<file path="src/rtl/quad_decoder_if.sv">
// rtl/quad_decoder_if.sv - control and status bundle for the quadrature decoder
interface quad_decoder_if #(
  parameter int N = 4
);
  logic         enable;
  logic         a_in;
  logic         b_in;
  logic         load;
  logic [N-1:0] data;
  logic         clr_err;
  logic [N-1:0] count;
  logic         dir;
  logic         step;
  logic         err;
  logic         err_sticky;

  modport master (
    output enable, a_in, b_in, load, data, clr_err,
    input  count, dir, step, err, err_sticky
  );

  modport slave (
    input  enable, a_in, b_in, load, data, clr_err,
    output count, dir, step, err, err_sticky
  );
endinterface

</file>
<file path="src/rtl/quad_decoder.sv">
// rtl/quad_decoder.sv - synchronised A/B quadrature decoder driving a loadable up/down position count
module quad_decoder #(
  parameter int N           = 4,
  parameter int SYNC_STAGES = 2
) (
  input  logic            clk,
  input  logic            reset,
  quad_decoder_if.slave   bus
);

  localparam int CW = $clog2(SYNC_STAGES + 1);

  typedef enum logic {S_INIT, S_RUN} state_t;

  state_t                 r_state;
  logic [CW-1:0]          r_init_cnt;
  logic [SYNC_STAGES-1:0] r_a_sync;
  logic [SYNC_STAGES-1:0] r_b_sync;
  logic [1:0]             r_prev;
  logic [N-1:0]           r_count;
  logic                   r_dir;
  logic                   r_step;
  logic                   r_err;
  logic                   r_err_sticky;

  logic [1:0] w_cur;
  logic [1:0] w_pos_cur;
  logic [1:0] w_pos_prev;
  logic [1:0] w_delta;

  assign w_cur = {r_a_sync[SYNC_STAGES-1], r_b_sync[SYNC_STAGES-1]};

  // Phase index along the up sequence 00,10,11,01: delta 1 = up, 3 = down, 2 = both bits flipped
  assign w_pos_cur  = {w_cur[0], w_cur[1] ^ w_cur[0]};
  assign w_pos_prev = {r_prev[0], r_prev[1] ^ r_prev[0]};
  assign w_delta    = w_pos_cur - w_pos_prev;

  always_ff @(posedge clk) begin
    if (reset) begin
      r_state      <= S_INIT;
      r_init_cnt   <= '0;
      r_a_sync     <= '0;
      r_b_sync     <= '0;
      r_prev       <= 2'b00;
      r_count      <= '0;
      r_dir        <= 1'b0;
      r_step       <= 1'b0;
      r_err        <= 1'b0;
      r_err_sticky <= 1'b0;
    end else begin
      r_a_sync <= {r_a_sync[SYNC_STAGES-2:0], bus.a_in};
      r_b_sync <= {r_b_sync[SYNC_STAGES-2:0], bus.b_in};
      r_prev   <= w_cur;
      r_step   <= 1'b0;
      r_err    <= 1'b0;

      if (bus.clr_err) r_err_sticky <= 1'b0;

      case (r_state)
        // Let the synchronisers flush the reset zeros so the idle level is never decoded
        S_INIT: begin
          if (r_init_cnt == CW'(SYNC_STAGES)) r_state <= S_RUN;
          else r_init_cnt <= r_init_cnt + CW'(1);
        end
        S_RUN: begin
          if (bus.enable) begin
            if (w_delta == 2'd2) begin
              r_err        <= 1'b1;
              r_err_sticky <= 1'b1;
            end else if (w_delta != 2'd0) begin
              r_dir <= (w_delta == 2'd1);
              if (!bus.load) begin
                r_step  <= 1'b1;
                r_count <= (w_delta == 2'd1) ? r_count + N'(1) : r_count - N'(1);
              end
            end
          end
        end
        default: r_state <= S_INIT;
      endcase

      if (bus.load) r_count <= bus.data;
    end
  end

  assign bus.count      = r_count;
  assign bus.dir        = r_dir;
  assign bus.step       = r_step;
  assign bus.err        = r_err;
  assign bus.err_sticky = r_err_sticky;

endmodule

</file>
<file path="src/flat_wrapper.sv">
// flat-port wrapper written by rule: the top's interface ports become plain ports
module quad_decoder_flat 
#(
  parameter int N           = 4,
  parameter int SYNC_STAGES = 2
)
  (clk, reset, bus_enable, bus_a_in, bus_b_in, bus_load, bus_data, bus_clr_err, bus_count, bus_dir, bus_step, bus_err, bus_err_sticky);
  quad_decoder_if #(.N(N)) bus_i ();
  input  logic clk;
  input  logic reset;
  input wire logic [$bits(bus_i.enable)-1:0] bus_enable;
  input wire logic [$bits(bus_i.a_in)-1:0] bus_a_in;
  input wire logic [$bits(bus_i.b_in)-1:0] bus_b_in;
  input wire logic [$bits(bus_i.load)-1:0] bus_load;
  input wire logic [$bits(bus_i.data)-1:0] bus_data;
  input wire logic [$bits(bus_i.clr_err)-1:0] bus_clr_err;
  output wire logic [$bits(bus_i.count)-1:0] bus_count;
  output wire logic [$bits(bus_i.dir)-1:0] bus_dir;
  output wire logic [$bits(bus_i.step)-1:0] bus_step;
  output wire logic [$bits(bus_i.err)-1:0] bus_err;
  output wire logic [$bits(bus_i.err_sticky)-1:0] bus_err_sticky;
  assign bus_i.enable = bus_enable;
  assign bus_i.a_in = bus_a_in;
  assign bus_i.b_in = bus_b_in;
  assign bus_i.load = bus_load;
  assign bus_i.data = bus_data;
  assign bus_i.clr_err = bus_clr_err;
  assign bus_count = bus_i.count;
  assign bus_dir = bus_i.dir;
  assign bus_step = bus_i.step;
  assign bus_err = bus_i.err;
  assign bus_err_sticky = bus_i.err_sticky;
  quad_decoder #(.N(N), .SYNC_STAGES(SYNC_STAGES)) u_core (.clk(clk), .reset(reset), .bus(bus_i));
endmodule
</file>
<file path="config.mk">
export PLATFORM = sky130hd
export DESIGN_NAME = quad_decoder_flat
export DESIGN_NICKNAME = d
export VERILOG_FILES = /design/src/rtl/quad_decoder_if.sv /design/src/rtl/quad_decoder.sv /design/src/flat_wrapper.sv
export SDC_FILE = /design/constraint.sdc
export NUM_CORES = 1
export LEC_CHECK = 0
export BUFFER_PORTS_ARGS = -buffer_cell sky130_fd_sc_hd__buf_2
export CORE_MARGIN = 4
export CORE_UTILIZATION = 45
export DETAILED_ROUTE_END_ITERATION = 10
export GPL_ROUTABILITY_DRIVEN = 0
export GPL_TIMING_DRIVEN = 0
export PLACE_DENSITY = 0.71
export SLEW_MARGIN = 10
export SYNTH_ARGS = -nofsm -noshare
export SYNTH_HDL_FRONTEND = slang
export SYNTH_SLANG_ARGS = --single-unit
</file>
<file path="constraint.sdc">
create_clock -name clk -period 3 [get_ports clk]
set_input_delay 0.6 -clock clk [delete_from_list [all_inputs] [get_ports clk]]
set_output_delay 0.6 -clock clk [all_outputs]
set_load 0.02 [all_outputs]
</file>
* Word level (Yosys, flattened, before mapping)
Cells that the tools add are included.
Operators by class: add/sub/neg operators 4, equal/unequal tests 4, multiplexer cells 14, bitwise operators 7, reduce and logical (&&, ||, !) cells 9
Operators by type and width (count):
- $mux 4 | 6
- $mux 1 | 8
- $reduce_and 4->1 | 2
- $reduce_bool 2->1 | 4
- $not 1->1 | 5
- $reduce_or 5->1 | 1
- $add 4x1->4 const B | 1
- $eq 2x2->1 const B | 2
- $sub 4x1->4 const B | 1
- $reduce_or 3->1 | 1
- $add 2x1->2 const B | 1
- $eq 2x1->1 const B | 1
- $ne 2x2->1 const B | 1
- $reduce_and 2->1 | 1
- $sub 2x2->2 | 1
- $xor 1x1->1 | 2
Word-level totals: flip-flop bits (word level) 17, bits of input ports 11, output and inout port bits 8, word-level logic and storage cells 48

* Depth between registers and ports, before layout
Gate-level depths: netlist of the first run.
word-level depth 9, mapped depth 9, gate-level depth less buffers 9

* Worst setup path after synthesis of the first run
No wires, ideal clock.
kind register to register, from register u_core.r_b_sync[1], to register u_core.r_count[3], in the netlist u_core.bus.count[3], setup time 0.122 ns, arrival 2.189 ns, setup slack 0.689 ns, cell stages (with the launch flop) 10, period minus slack after synthesis 2.311 ns, cells stage by stage dfxtp_1 xnor2_1 ha_1 xor3_2 or2_1 ha_1 and3_1 or3_1 nand4b_1 nand3b_1
On the way: word-level cells in the longest chain between the ends 9, elaborated cells on any way between the ends 14
RTL lines:
- start: declaration | RTL line quad_decoder.sv:18 | logic [SYNC_STAGES-1:0] r_b_sync;
- start signal: assignment | RTL line quad_decoder.sv:52 | r_b_sync <= {r_b_sync[SYNC_STAGES-2:0], bus.b_in};
- $xor 1x1->1 | RTL line quad_decoder.sv:34 | assign w_pos_cur = {w_cur[0], w_cur[1] ^ w_cur[0]};
- $sub 2x2->2 (*) | RTL line quad_decoder.sv:36 | assign w_delta = w_pos_cur - w_pos_prev;
- $eq 2x1->1 | RTL line quad_decoder.sv:74 | r_count <= (w_delta == 2'd1) ? r_count + N'(1) : r_count - N'(1);
- $mux 4 | RTL line quad_decoder.sv:74
- $mux 4 | RTL line quad_decoder.sv:70 | end else if (w_delta != 2'd0) begin
- $mux 4 | RTL line quad_decoder.sv:67 | if (w_delta == 2'd2) begin
- $mux 4 | RTL line quad_decoder.sv:66 | if (bus.enable) begin
- $mux 4 | RTL line quad_decoder.sv:59 | case (r_state)
- $mux 4 | RTL line quad_decoder.sv:82 | if (bus.load) r_count <= bus.data;
- end signal: assignment | RTL line quad_decoder.sv:74
- end signal: assignment | RTL line quad_decoder.sv:82
- end: declaration | RTL line quad_decoder.sv:20 | logic [N-1:0] r_count;
Every way passes the cells marked *; elsewhere a longest branch is shown, timed or not. The select of a mux whose other input is x is not followed. A chain may end at the register's enable or synchronous reset.

* Worst setup path in the final report of the first run
from register u_core.r_prev[0], to register u_core.r_count[3], in the netlist u_core.bus.count[3]
On the way: word-level cells in the longest chain between the ends 9, elaborated cells on any way between the ends 14
RTL lines:
- start: declaration | RTL line quad_decoder.sv:19 | logic [1:0] r_prev;
- start signal: assignment | RTL line quad_decoder.sv:53 | r_prev <= w_cur;
- $xor 1x1->1 | RTL line quad_decoder.sv:35 | assign w_pos_prev = {r_prev[0], r_prev[1] ^ r_prev[0]};
- $sub 2x2->2 (*) | RTL line quad_decoder.sv:36
- $eq 2x1->1 | RTL line quad_decoder.sv:74
- $mux 4 | RTL line quad_decoder.sv:74
- $mux 4 | RTL line quad_decoder.sv:70
- $mux 4 | RTL line quad_decoder.sv:67
- $mux 4 | RTL line quad_decoder.sv:66
- $mux 4 | RTL line quad_decoder.sv:59
- $mux 4 | RTL line quad_decoder.sv:82
Marked as above.

==> impl_metrics.tcl, run 1 <==
set metrics [dict create \
    ys_seq_area_frac 0.447 \
    drive_above_1_share 0.253 \
    async_flop_share 0 \
    row_count 14 \
    track_usage 0.114 \
    drc_errors 0 \
    synth_common_cells "dfxtp_1, nor2_1, nor2b_1" \
    r2r_start "u_core.r_prev[0]$_SDFF_PP0_" \
    core_area_um2 1560 \
    synth_edf_count 0 \
    fmax_ghz 0.401 \
    fin_ws_ns 0.505 \
    wl_per_cell_um 11.4 \
    avgSynthCellArea_um2 10.2 \
    clk_path_buf_depth 2 \
    synth-seq-cells 17 \
    grt_pass1_vias 496 \
    postCtsSetupRepairBufs 0 \
    slew_headroom 0.723 \
    slew_viol_final 0 \
    tns_ns 0 \
    muxShareOfSynthArea 0.0411 \
    timing.reg2reg.setup_slack_ns 0.51 \
    synthTopCellsByArea "dfxtp_1, ha_1, nor2_1" \
    finalWirelength_mm 1.26 \
    antenna_found_initial 0 \
    cts.sinks 17 \
    io_pins 19 \
    via_per_inst 5.05 \
    rr_worst_depth 9 \
    grt_pass1_wl_mm 2.13 \
    initial_core_util 0.489 \
    cp.arrival_ns 2.67 \
    required_ns 3.17 \
    clk_latency_ns 0.28 \
    p_per_area_nw_per_um2 564 \
    crit_type "reg2reg" \
    fin_nets 112 \
    reg2reg_to "u_core.bus.count[3]$_SDFFE_PP0P_" \
    grt_overflow 0 \
    synth_most_common_cell "dfxtp_1" \
    fin_skew_ns 0.00258 \
    yosysWarningCount 0 \
    cts-resized-gates 0 \
    cts_buffers 3 \
    dpl_cell_area_um2 862 \
    syn_to_final_growth_pct 16.6 \
    grt_max_degree 11 \
    hold_viol 0 \
    yosysUniqueCellTypes 29 \
    synth_top_cell_area_share 0.447 \
    htreeDepth 1 \
    setup_viol_count_final 0 \
    cts_root_buf "clkbuf_4" \
    syn_inst 75 \
    die_height_um 49.2 \
    synthAdderAreaFrac 0.0920 \
    hp-class "reg2reg" \
    synthXorXnorAreaFrac 0.0903 \
    ant_nets 0 \
    worstSetupEndpointType "flip-flop" \
    clk_pin_slew_ns 0.09 \
    drv_cap 0 \
    drt_iter0_markers 11 \
    place_inst 107 \
    synth_area_leader_cell "dfxtp_1" \
    status "finished, final reports clean" \
    cts_tree "done" \
    netlist_area_um2 762 \
    die_w_um 49.2 \
    die-area_um2 2420 \
    detailed_place_hpwl_um 999 \
    fin_crit_sh 0.832 \
    synth_nets 91 \
    final_area_um2 888 \
    synthFlopType "dfxtp_1" \
    firstDrtPassIters 3 \
    whs_path_depth 1 \
    worst_slew_pin_slew_ns 0.415 \
    startpoint_type "flip-flop" \
    vias 560 \
    cp_max_fo 4 \
    min_to "u_core.r_b_sync[1]$_SDFF_PP0_" \
    diodes 0 \
    port_buffers 16 \
    min_period_ns 2.49 \
    synthSimpleGateAreaFrac 0.200 \
    p_leak_nw 0.422 \
    synth_top_family_by_area "simple AND/OR/NAND/NOR gates" \
    postCtsHoldBufs 0 \
    hp-start "u_core.r_b_sync[0]$_SDFF_PP0_" \
    synth_compound_area_frac 0.0952 \
    rsz0062_at_grt "no" \
    post_layout_nonfiller_instances 111 \
    pre_cts_ws_ns 0.522 \
    peakVddDrop_mv 0.308 \
]
==> metal layers <==
layer,vias to the layer above,GRT usage,part of all wire
met3,2,0.0550,0.047
li1,295,-,-
met4,0,0.0284,0.0063
met2,12,0.190,0.50
met1,251,0.129,0.45
met5,-,0,0
==> flip-flops by register name, indices dropped and copies added, names as in the netlist, 2 cells and up <==
| register | flops |
|---|---|
| u_core.r_init_cnt | 2 |
| u_core.r_prev | 2 |
| u_core.r_a_sync | 2 |
| u_core.bus.count | 4 |
| u_core.r_b_sync | 2 |
==> cells in the final DEF, fill, tap and decap left out, drive strengths merged, types with 2 or more instances in the layout <==
cell type	count
buf	20
dfxtp	17
nor2	10
nor2b	6
xnor2	4
a21oi	4
ha	4
clkbuf	4
inv	2
mux2i	2
nand3b	2
a211o	2
a211oi	2
==> how the worst max path moves through the flow <==
stage / from / end / slack, ns / cells after the start
after floorplan: u_core.r_b_sync[1]$_SDFF_PP0_ / u_core.bus.count[3]$_SDFFE_PP0P_ / 0.69 / 9
after global placement: u_core.r_prev[0]$_SDFF_PP0_ / u_core.bus.count[3]$_SDFFE_PP0P_ / 0.56 / 9
after detailed placement: u_core.r_prev[0]$_SDFF_PP0_ / u_core.bus.count[3]$_SDFFE_PP0P_ / 0.52 / 9
after CTS: u_core.r_prev[0]$_SDFF_PP0_ / u_core.bus.count[3]$_SDFFE_PP0P_ / 0.49 / 9
after global routing: u_core.r_prev[0]$_SDFF_PP0_ / u_core.bus.count[3]$_SDFFE_PP0P_ / 0.38 / 9
final: u_core.r_prev[0]$_SDFF_PP0_ / u_core.bus.count[3]$_SDFFE_PP0P_ / 0.51 / 9
==> cell type report <==
class | count | area [µm²]
plain buffers | 4 | 18.8
clock buffers | 4 | 26.3
fillers | 134 | 671
inverters | 2 | 7.51
multi-input cells | 52 | 395
flip-flops and latches | 17 | 340
well taps | 16 | 20.0
repair buffers | 16 | 80.1
==> power by group <==
part	switching, mW	internal [mW]
logic	0.0616	0.0562
clock network	0.0657	0.0516
registers	0.0162	0.250
==> critical path: stages, from the launching register on <==
cell	delay (ns)
dfxtp_1	0.35
xor2_1	0.17
ha_1	0.18
xor3_2	0.30
or2_1	0.29
ha_1	0.34
and3_1	0.20
or3_1	0.37
nand4b_1	0.11
nand3b_1	0.07
==> cells by family after synthesis <==
group / count (synthesis)
flops: 17
compound gates: 11
xor+xnor: 6
fa+ha+maj: 5
simple gates: 27
mux: 3
buf+inv: 6
==> through the flow <==
stage | utilization | hold WS (ns) | power [mW]
3_3_place_gp | 0.553 | 0.419 | 0.384
3_5_place_dp | 0.553 | 0.428 | 0.389
4_1_cts | 0.570 | 0.464 | 0.507
2_1_floorplan | - | 0.414 | 0.361
6_report | 0.570 | 0.453 | 0.501
5_1_grt | 0.570 | 0.486 | 0.538
Power figures use the tool's default switching activity.
==> run 2, diff against run 1 <==
ABC_AREA = 1   (was unset)
PLACE_DENSITY = 0.74   (was 0.71)
clock period = 2.1 ns   (was 3 ns; I/O delays follow)
==> run 2 against run 1 <==
Against the previous run: hold slack got worse by 0.12 ns; maximum frequency rose by 25%; final area rose by 5.2%; non-clock buffer count fell by 1.
==> impl_metrics.tcl, run 2 <==
set metrics [dict create \
    status "finished, final reports clean" \
    synth_common_cells "nand2_1, dfxtp_1, inv_1" \
    synthXorXnorAreaFrac 0.0453 \
    netlist_area_um2 773 \
    drive_above_1_share 0.269 \
    synth_top_cell_area_share 0.440 \
    row_count 14 \
    synth_compound_area_frac 0.0890 \
    hp-class "in2reg" \
    cp_max_fo 5 \
    die-area_um2 2450 \
    fin_util 0.600 \
    syn_to_final_growth_pct 20.9 \
    die_height_um 49.5 \
    clk_pin_slew_ns 0.09 \
    grt_pass1_vias 599 \
    ys_seq_area_frac 0.440 \
    grt.busiest_layer "met2" \
    min_period_ns 2.00 \
    peakVddDrop_mv 0.488 \
    p_per_area_nw_per_um2 777 \
    io_pins 19 \
    cts_tree "done" \
    nFillCells 154 \
    htreeDepth 1 \
    synthSimpleGateAreaFrac 0.251 \
    multi_input_area_um2 388 \
    worst_slew_pin_slew_ns 0.288 \
    dpl_cell_area_um2 878 \
    initial_core_util 0.496 \
    clk_latency_ns 0.28 \
    layout_common_cells "nand2_1, buf_2, dfxtp_1" \
    via_per_inst 4.94 \
    fmax_ghz 0.501 \
    reg2reg_to "u_core.bus.count[3]$_SDFFE_PP0P_" \
    port_buffers 17 \
    avgSynthCellArea_um2 7.97 \
    required_ns 2.29 \
    vias 667 \
    die_w_um 49.5 \
    final_area_um2 935 \
    rr_worst_depth 13 \
    core_area_um2 1560 \
    cts_buffers 3 \
    synth_top_family_by_area "simple AND/OR/NAND/NOR gates" \
    wl_per_cell_um 11.3 \
    startpoint_type "flip-flop" \
    timing.reg2reg.setup_slack_ns 0.10 \
    slew_viol_final 0 \
    largest_reg_flops 4 \
    cts_root_buf "clkbuf_4" \
    yosysWarningCount 0 \
    holdWs_ns 0.335 \
    worstSetupEndpointType "flip-flop" \
    r2r_start "u_core.r_prev[0]$_SDFF_PP0_" \
    grtUsageMet1 0.158 \
    p_leak_nw 0.467 \
    met2_usage 0.210 \
    track_usage 0.125 \
    synthAdderAreaFrac 0.0906 \
    seq_area_um2 343 \
    finalWirelength_mm 1.52 \
    fin_crit_sh 0.950 \
    synthFlopType "dfxtp_1" \
    crit_type "reg2reg" \
    antenna_found_initial 0 \
    hp-start "bus_a_in" \
    drt_iter0_markers 9 \
    setup_viol_count_final 0 \
    grtUsageMet3 0.0301 \
    synth_nets 113 \
    yosysUniqueCellTypes 22 \
    async_flop_share 0 \
    cts.sinks 17 \
    min_to "u_core.r_a_sync[0]$_SDFF_PP0_" \
    grt_max_degree 11 \
    synthTopCellsByArea "dfxtp_1, nand2_1, inv_1" \
    fin_nets 136 \
    synth_most_common_cell "nand2_1" \
    cp.arrival_ns 2.18 \
    fin_skew_ns 0.00233 \
    synth_edf_count 0 \
    tns_ns 0 \
    synth-seq-cells 17 \
    hold_viol 0 \
    clk_path_buf_depth 2 \
    grt_pass1_wl_mm 2.44 \
    detailed_place_hpwl_mm 1.11 \
    drv_cap 0 \
    grt_overflow 0 \
    drc_errors 0 \
    synth_area_leader_cell "dfxtp_1" \
    firstDrtPassIters 4 \
    whs_path_depth 3 \
    diodes 0 \
    postCtsHoldBufs 0 \
    total_power_mw 0.727 \
    syn_inst 97 \
    ant_nets 0 \
    slew_headroom 0.808 \
    muxShareOfSynthArea 0 \
]
## run 2: changes by cell type after synthesis, sizes merged, moves of 3 or more
cell	previous run	this run
o21ai	1	4
nor2	10	13
inv	2	16
nand3	0	7
buf	4	1
nand2	1	20
nor2b	6	0
## run 2: cell families after synthesis
| logic type | count (synthesis) |
|---|---|
| AOI/OAI and AO/OA | 11 |
| xor gates and xnor gates | 4 |
| and+or+nand+nor | 43 |
| adders and majority gates | 5 |
| buffers and inverters | 17 |
| DFF | 17 |
## run 2: worst max path at each step
stage                                startpoint                          endpoint  slack, ns
finish              u_core.r_prev[0]$_SDFF_PP0_  u_core.bus.count[3]$_SDFFE_PP0P_       0.10
floorplan           u_core.r_prev[0]$_SDFF_PP0_  u_core.bus.count[3]$_SDFFE_PP0P_       0.21
detailed placement  u_core.r_prev[0]$_SDFF_PP0_  u_core.bus.count[3]$_SDFFE_PP0P_       0.02
global route        u_core.r_prev[0]$_SDFF_PP0_  u_core.bus.count[3]$_SDFFE_PP0P_      -0.06
CTS                 u_core.r_prev[0]$_SDFF_PP0_  u_core.bus.count[3]$_SDFFE_PP0P_       0.04
global placement    u_core.r_prev[0]$_SDFF_PP0_  u_core.bus.count[3]$_SDFFE_PP0P_       0.06
## run 2: timing repair
| action | 4_1_cts | 5_1_grt |
|---|---|---|
| setup endpoints to repair | 1 | 2 |
| endpoints found under the hold margin | 0 | 0 |
| gates resized for setup | 1 | 4 |
| buffers inserted | 0 | 1 |
## run 2: worst max-delay path: stages, from the launching register on
cell      delay [ns]
dfxtp_2         0.36
xor2_1          0.19
ha_1            0.22
nand3b_1        0.18
nand3_4         0.15
ha_1            0.30
nand3_1         0.11
nand3_1         0.07
nand2_1         0.06
nand2_1         0.06
inv_1           0.06
nand2_1         0.04
nand3_1         0.06
nand2_1         0.04
## run 2: stage by stage
step	instances	setup slack (ns)
floorplan	97	0.211
global placement	130	0.0643
detailed placement	130	0.0195
CTS	134	0.0406
global route	135	-0.0564
finish	135	0.105
## run 2: report_power, final
group | internal (mW) | leakage, nW | switching [mW] | total, mW
sequential | 0.356 | 0.141 | 0.0247 | 0.380
clock | 0.0737 | 0.0150 | 0.0962 | 0.170
combinational | 0.0750 | 0.312 | 0.101 | 0.176
## run 2: final cells by class
class	count	share of cell area
well taps	16	0.0214
inverters	16	0.0643
multi-input cells	63	0.415
flip-flops and latches	17	0.367
repair buffers	18	0.0991
plain buffers	1	0.00535
clock buffers	4	0.0281
## run 2: routing by layer
layer,part of all wire,routed length [µm],vias to the layer above
met3,0.044,67,4
met5,0,0,-
met2,0.50,754,15
met4,0.015,23,0
met1,0.45,678,299
li1,-,-,349
